### src/rtl/bist_resp_compactor.sv
// Logic-BIST controller: exhaustive counter patterns out, MISR compaction
// of CUT responses in, golden-signature compare at the end of a session.
module bist_resp_compactor #(
  parameter int                PI_W      = 5,
  parameter int                PO_W      = 2,
  parameter int                MISR_W    = 8,
  parameter logic [MISR_W-1:0] MISR_POLY = 8'h1D,
  parameter int                NUM_PAT   = 32,
  parameter int                CUT_LAT   = 0
) (
  input  logic              CK,
  input  logic              rst_n,
  input  logic              start,
  input  logic [MISR_W-1:0] golden,
  output logic [PI_W-1:0]   pat_out,
  input  logic [PO_W-1:0]   resp_in,
  output logic              busy,
  output logic              done,
  output logic              pass,
  output logic [MISR_W-1:0] signature
);

  localparam logic [1:0] S_IDLE  = 2'd0;
  localparam logic [1:0] S_APPLY = 2'd1;
  localparam logic [1:0] S_DRAIN = 2'd2;
  localparam logic [1:0] S_DONE  = 2'd3;

  localparam logic [PI_W-1:0] LAST  = PI_W'(NUM_PAT - 1);
  localparam logic [2:0]      DLAST = 3'(CUT_LAT - 1);

  logic [1:0]        r_state;
  logic [PI_W-1:0]   r_pat;
  logic [2:0]        r_drn;
  logic [MISR_W-1:0] r_sig;
  logic [MISR_W-1:0] r_gold;
  logic              r_done;
  logic              r_pass;

  logic              w_accept;
  logic              w_apply;
  logic              w_last;
  logic              w_drain_end;
  logic              w_to_done;
  logic              w_cap;
  logic [MISR_W-1:0] w_fb;
  logic [MISR_W-1:0] w_sig_next;
  logic [MISR_W-1:0] w_sig_upd;

  assign w_accept    = start &&
                       (r_state == S_IDLE || r_state == S_DONE);
  assign w_apply     = (r_state == S_APPLY);
  assign w_last      = w_apply && (r_pat == LAST);
  assign w_drain_end = (r_state == S_DRAIN) && (r_drn == DLAST);
  assign w_to_done   = (w_last && CUT_LAT == 0) || w_drain_end;

  assign w_fb       = r_sig[MISR_W-1] ? MISR_POLY : '0;
  assign w_sig_next = {r_sig[MISR_W-2:0], 1'b0} ^ w_fb
                    ^ MISR_W'(resp_in);
  assign w_sig_upd  = w_cap ? w_sig_next : r_sig;

  // Valid pipe aligns each capture with the CUT's response latency
  if (CUT_LAT == 0) begin : g_nopipe
    assign w_cap = w_apply;
  end else begin : g_pipe
    logic [CUT_LAT-1:0] r_vp;
    always_ff @(posedge CK or negedge rst_n) begin
      if (!rst_n) begin
        r_vp <= '0;
      end else begin
        r_vp[0] <= w_apply;
        for (int i = 1; i < CUT_LAT; i++)
          r_vp[i] <= r_vp[i-1];
      end
    end
    assign w_cap = r_vp[CUT_LAT-1];
  end

  always_ff @(posedge CK or negedge rst_n) begin
    if (!rst_n) begin
      r_state <= S_IDLE;
      r_pat   <= '0;
      r_drn   <= '0;
      r_sig   <= '0;
      r_gold  <= '0;
      r_done  <= 1'b0;
      r_pass  <= 1'b0;
    end else begin
      r_done <= 1'b0;
      if (w_accept) begin
        r_state <= S_APPLY;
        r_pat   <= '0;
        r_drn   <= '0;
        r_sig   <= '0;
        r_gold  <= golden;
        r_pass  <= 1'b0;
      end else begin
        r_sig <= w_sig_upd;
        unique case (r_state)
          S_APPLY: begin
            if (w_last) begin
              r_pat   <= '0;
              r_state <= (CUT_LAT == 0) ? S_DONE : S_DRAIN;
            end else begin
              r_pat <= r_pat + 1'b1;
            end
          end
          S_DRAIN: begin
            if (w_drain_end) r_state <= S_DONE;
            else             r_drn   <= r_drn + 1'b1;
          end
          default: ;
        endcase
        // Compare includes the final capture landing on this edge
        if (w_to_done) begin
          r_done <= 1'b1;
          r_pass <= (w_sig_upd == r_gold);
        end
      end
    end
  end

  assign pat_out   = r_pat;
  assign busy      = (r_state == S_APPLY) || (r_state == S_DRAIN);
  assign done      = r_done;
  assign pass      = r_pass;
  assign signature = r_sig;

endmodule

### config.mk
export PLATFORM = sky130hd
export DESIGN_NAME = bist_resp_compactor
export DESIGN_NICKNAME = d
export VERILOG_FILES = /design/src/rtl/bist_resp_compactor.sv
export SDC_FILE = /design/constraint.sdc
export NUM_CORES = 1
export LEC_CHECK = 0
export ABC_AREA = 1
export CORE_UTILIZATION = 40
export CTS_CLUSTER_DIAMETER = 30
export DETAILED_ROUTE_END_ITERATION = 7
export GPL_TIMING_DRIVEN = 1
export PLACE_DENSITY = 0.69
export SYNTH_ARGS = -nofsm -noshare
export SYNTH_HDL_FRONTEND = slang
export SYNTH_SLANG_ARGS = --single-unit
### constraint.sdc
create_clock -name CK -period 2.1 [get_ports CK]
set_clock_uncertainty 0.15 [all_clocks]
set_input_delay 0.21 -clock CK [delete_from_list [all_inputs] [get_ports CK]]
set_output_delay 0.21 -clock CK [all_outputs]
set_load 0.005 [all_outputs]
* Yosys cells after proc, flatten, opt, wreduce, memory -nomap -nowiden
Index checks and enable logic that the tools add are counted.
W data, S select, Z words.
** Operators by class
- Reductions and logical operators :: 13
- Bitwise logic cells :: 2
- Add/sub/neg operators :: 2
- Muxes and demuxes :: 17
- Eq/ne operators :: 9
** Operators by type and width (count)
- $mux W5 :: 4
- $mux W8 :: 2
- $mux W3 :: 3
- $eq A8 B8 Y1 :: 1
- $xor A8 B2 Y8 :: 1
- $xor A8 B5 Y8 :: 1
- $mux W2 :: 3
- $reduce_bool A2 Y1 :: 3
- $add A5 B1 Y5 const B :: 1
- $eq A5 B5 Y1 const B :: 1
- $eq A2 B2 Y1 const B :: 2
- $mux W1 :: 4
- $pmux W2 S2 :: 1
- $add A3 B1 Y3 const B :: 1
- $eq A3 B3 Y1 const B :: 1
- $logic_and A1 B1 Y1 :: 3
- $logic_or A1 B1 Y1 :: 3
- $ne A3 B2 Y1 const B :: 1
- $ne A3 B3 Y1 const B :: 1
- $reduce_and A3 Y1 :: 1
- $reduce_bool A3 Y1 :: 1
- $eq A2 B1 Y1 const B :: 1
- $logic_not A2 Y1 :: 1
- $ne A2 B2 Y1 const B :: 1
- $reduce_and A2 Y1 :: 1
** Storage, ports and cells
- Logic and storage cells :: 50
- Register bits after elaboration :: 28
- Input port bits :: 13

* Logic depth before layout (Yosys ltp)
- Depth in word-level cells :: 7
- Mapped depth :: 12
- Mapped depth without buffers :: 12

* Least setup slack after synthesis
Ideal clock, no wire load.
- Path kind :: reg-to-reg
- From :: register r_pat[0] (netlist: pat_out[0])
- To :: register r_pass (netlist: pass)
- Slack :: 0.467 ns
- Arrival time :: 1.418 ns
- Path buffers :: 0
- Library setup time :: 0.065 ns
- Clock period less this slack :: 1.633 ns
- Cell stages (with the launch flop) :: 13
- Cells stage by stage :: dfrtp_1 ha_1 nand2_1 nor2_1 ha_1 nand2_1 a21oi_2 nand2_1 nor2_1 nand2_1 nor2_1 nand3_1 nand2_1
** Between the ends
- Word-level cells in the longest chain between the ends :: 4
** Ends and longest elaborated chain
- from (decl) :: RTL line 32 : logic [PI_W-1:0] r_pat;
- from (signal assigned) :: RTL line 104 : r_pat <= r_pat + 1'b1;
- $eq A5 B5 Y1 :: RTL line 52 : assign w_last = w_apply && (r_pat == LAST);
- $logic_and A1 B1 Y1 :: RTL line 52
- $logic_or A1 B1 Y1 :: RTL line 54 : assign w_to_done = (w_last && CUT_LAT == 0) || w_drain_end;
- $reduce_bool A2 Y1 (no line)
- to (signal assigned) :: RTL line 116 : r_pass <= (w_sig_upd == r_gold);
- to (decl) :: RTL line 37 : logic r_pass;
No other way between the ends.
A chain may end at the register's enable or synchronous reset.

* Final worst setup path
- From :: register r_state[0]
- To :: output busy
** Between the ends
- Word-level cells in the longest chain between the ends :: 2
- Elaborated cells on any way between the ends :: 3
- Those cells by class :: 2 x eq/ne; 1 x reduce/logical
** Ends and longest elaborated chain
- from (decl) :: RTL line 31 : logic [1:0] r_state;
- from (signal assigned) :: RTL line 102 : r_state <= (CUT_LAT == 0) ? S_DONE : S_DRAIN;
- $eq A2 B1 Y1 / $eq A2 B2 Y1 (equally long branches) :: RTL line 123 : assign busy = (r_state == S_APPLY) || (r_state == S_DRAIN);
- $logic_or A1 B1 Y1 * :: RTL line 123
- to (decl) :: RTL line 17 : output logic busy,
Mark *: on every way between the ends. The rest lies on a longest branch, timed or not.

==> flow_metrics.env <==
export IMPL_synth_seq_area_share_pct=47.1
export IMPL_placed_area_um2=1820
export IMPL_diodes=0
export IMPL_overflow=0
export IMPL_r2r_start="r_state[0]"
export IMPL_async_flop_share_pct=100
export IMPL_cts_clk_slew_worst_paths_ns=0.09
export IMPL_fin_setup_tns_ns=0
export IMPL_ys_warn_count=0
export IMPL_synthTopCellsByCount="nand2_1 (77), dfrtp_1 (28), inv_1 (23)"
export IMPL_synth_area_per_cell_um2=7.62
export IMPL_period_share_pct=95.0
export IMPL_cts_path_max_buffers=2
export IMPL_gp_congestion=0.801
export IMPL_peakVddDrop_uv=556
export IMPL_clock_fmax_ghz=0.501
export IMPL_tightestPinTransition_ns=0.348
export IMPL_worstPathRequired_ns=1.74
export IMPL_critPathMaxStageDelay_ns=0.49
export IMPL_final_area_um2=1890
export IMPL_drv_slew=0
export IMPL_drive_above_1_share_pct=6.58
export IMPL_synth_area_top_cells="dfrtp_1 (47%), nand2_1 (19%), ha_1 (5.9%)"
export IMPL_synthToLayoutAreaGrowth_pct=27.0
export IMPL_grt_max_degree=29
export IMPL_reg2reg_depth=8
export IMPL_die_h_um=63.0
export IMPL_clkSinkCount=28
export IMPL_syn_num_nets=215
export IMPL_ys_types=23
export IMPL_routedWlPerCell_um=10.6
export IMPL_clkLatencyLatePin_ns=0.27
export IMPL_slew_limit_headroom_pct=76.8
export IMPL_r2r_slack_ns=0.23
export IMPL_start_kind="flop"
export IMPL_cts_tree="done"
export IMPL_synth_edf_count=0
export IMPL_syn_area_um2=1490
export IMPL_ctsHoldBuffers=0
export IMPL_final_nets=249
export IMPL_max_cap_violations=0
export IMPL_core_area_um2=3440
export IMPL_cts_buffers=3
export IMPL_cp_startpoint="r_state[0]"
export IMPL_power_uw=2380
export IMPL_cp_end_kind="output pin"
export IMPL_leakagePower_uw=0.000978
export IMPL_dp_cells=268
export IMPL_final_antenna_net_count=0
export IMPL_synth_most_common_cell="nand2_1"
export IMPL_layout_min_cycle_time_ns=1.99
export IMPL_wirelength_mm=2.92
export IMPL_synth_top_area_share_pct=47.1
export IMPL_drt_drc_violations_left=0
export IMPL_rsz0062_at_grt="false"
export IMPL_die_x_um=63.0
export IMPL_p_per_area_nw_per_um2=1260
export IMPL_outcome="complete, no violations"
export IMPL_routed_via_density=4.63
export IMPL_finalSetupViolations=0
export IMPL_crit_chain="inv_1, ha_1, inv_1, clkdlybuf4s50_1"
export IMPL_ys_dominant_reg_cell="dfrtp_1"
export IMPL_num_rows=21
export IMPL_hold_viol_final=0
export IMPL_stdcell_count=274
export IMPL_cts_root_buffer="clkbuf_8"
export IMPL_crit_type="reg -> out"
export IMPL_io_pins=29
export IMPL_dp_hpwl_mm=2.17
export IMPL_drt_iter0_markers=60
export IMPL_crit_path_top_delay_cell="clkdlybuf4s50_1"
export IMPL_h_tree_depth=1
export IMPL_firstDrtPassIters=4
export IMPL_reg2reg_to="r_state[1]"
export IMPL_dieArea_um2=3960
export IMPL_synth_cells=195
export IMPL_synth_top_area_cell="dfrtp_1"
export IMPL_worstPathMaxFanout=3
export IMPL_track_usage_pct=16.4
export IMPL_synth_seq_cells=28
export IMPL_vias=1269
export IMPL_start_util_pct=43.2
export IMPL_min_path_type="in -> async"
export IMPL_crit_top_cell="inv_1"
export IMPL_antenna_found_initial=0
export IMPL_grt_pass1_wl_mm=5.18
export IMPL_io_buffers=28
export IMPL_first_global_vias=1187
export IMPL_arrival_ns=1.63
==> sequential cells by signal, summed over array words and instances, names as in the netlist <==
register and flops:
pass 1, pat_out 5, signature 8, r_drn 3, r_gold 8, r_state 2, done 1
==> stage by stage <==
step                hold slack (ns)  utilization (%)  setup slack, ns
global placement              0.334             52.8            0.272
CTS                           0.167             54.4           0.0913
detailed placement            0.328             52.8            0.235
floorplan                    -0.236                -            0.467
global route                  0.206             54.9         0.000965
finish                        0.157             54.9            0.106
==> final cells by class <==
| type | instances | area, µm² |
|---|---|---|
| timing repair buffer | 32 | 310 |
| sequential | 28 | 701 |
| multi-input combinational | 139 | 668 |
| fill | 333 | 1550 |
| inverter | 25 | 96.3 |
| tap | 46 | 57.6 |
| clock buffer | 4 | 55.1 |
==> how the worst max path moves through the flow <==
| stage | end | slack, ns | cells past startpoint |
|---|---|---|---|
| floorplan | pass | 0.47 | 12 |
| finish | busy | 0.11 | 4 |
| CTS | busy | 0.09 | 4 |
| detailed placement | pass | 0.23 | 12 |
| global route | pass | 0.001 | 12 |
| global placement | pass | 0.27 | 12 |
==> where the power goes <==
part	total [µW]	leakage, µW	switching, µW	internal (µW)
Sequential	862	0.000355	140	723
Combinational	1190	0.000594	647	541
Clock	330	0.0000288	162	168
Total	2380	0.000978	949	1430
==> routing by layer <==
layer  part of all wire (%)  global-route usage [%]
met1                     50                    22.7
met2                     45                    25.1
met3                    3.5                    2.55
met4                    1.8                    7.56
met5                      0                       0
==> layout by cell type (no fill, tap or decap), drive strengths merged <==
master,instances
a21oi,4
a22o,1
a32o,1
buf,4
clkbuf,4
clkdlybuf4s50,28
dfrtp,28
ha,7
inv,25
nand2,78
nand3,11
nand4,1
nor2,17
o211ai,1
o21ai,14
o22ai,1
or2,2
xor2,1
==> worst max-delay path: cells and delay by family (launching register included) <==
family / cells / cell delay (ns)
buffers and inverters: 3 / 0.63
adders and majority gates: 1 / 0.35
DFF: 1 / 0.39
==> cell families (layout without fill, tap and decap cells) <==
logic type,count (synthesis),count (layout),synth area share (%)
compound gates,22,22,8.84
xor+xnor,1,1,0.589
fa+ha+maj,7,7,5.89
buf+inv,28,61,7.91
flops,28,28,47.1
simple gates,109,109,29.6
==> timing repair <==
action,CTS,global route
gates resized for setup,0,0
endpoints found under the setup margin,0,1
setup buffers,0,2
(Power assumes the default switching activity.)
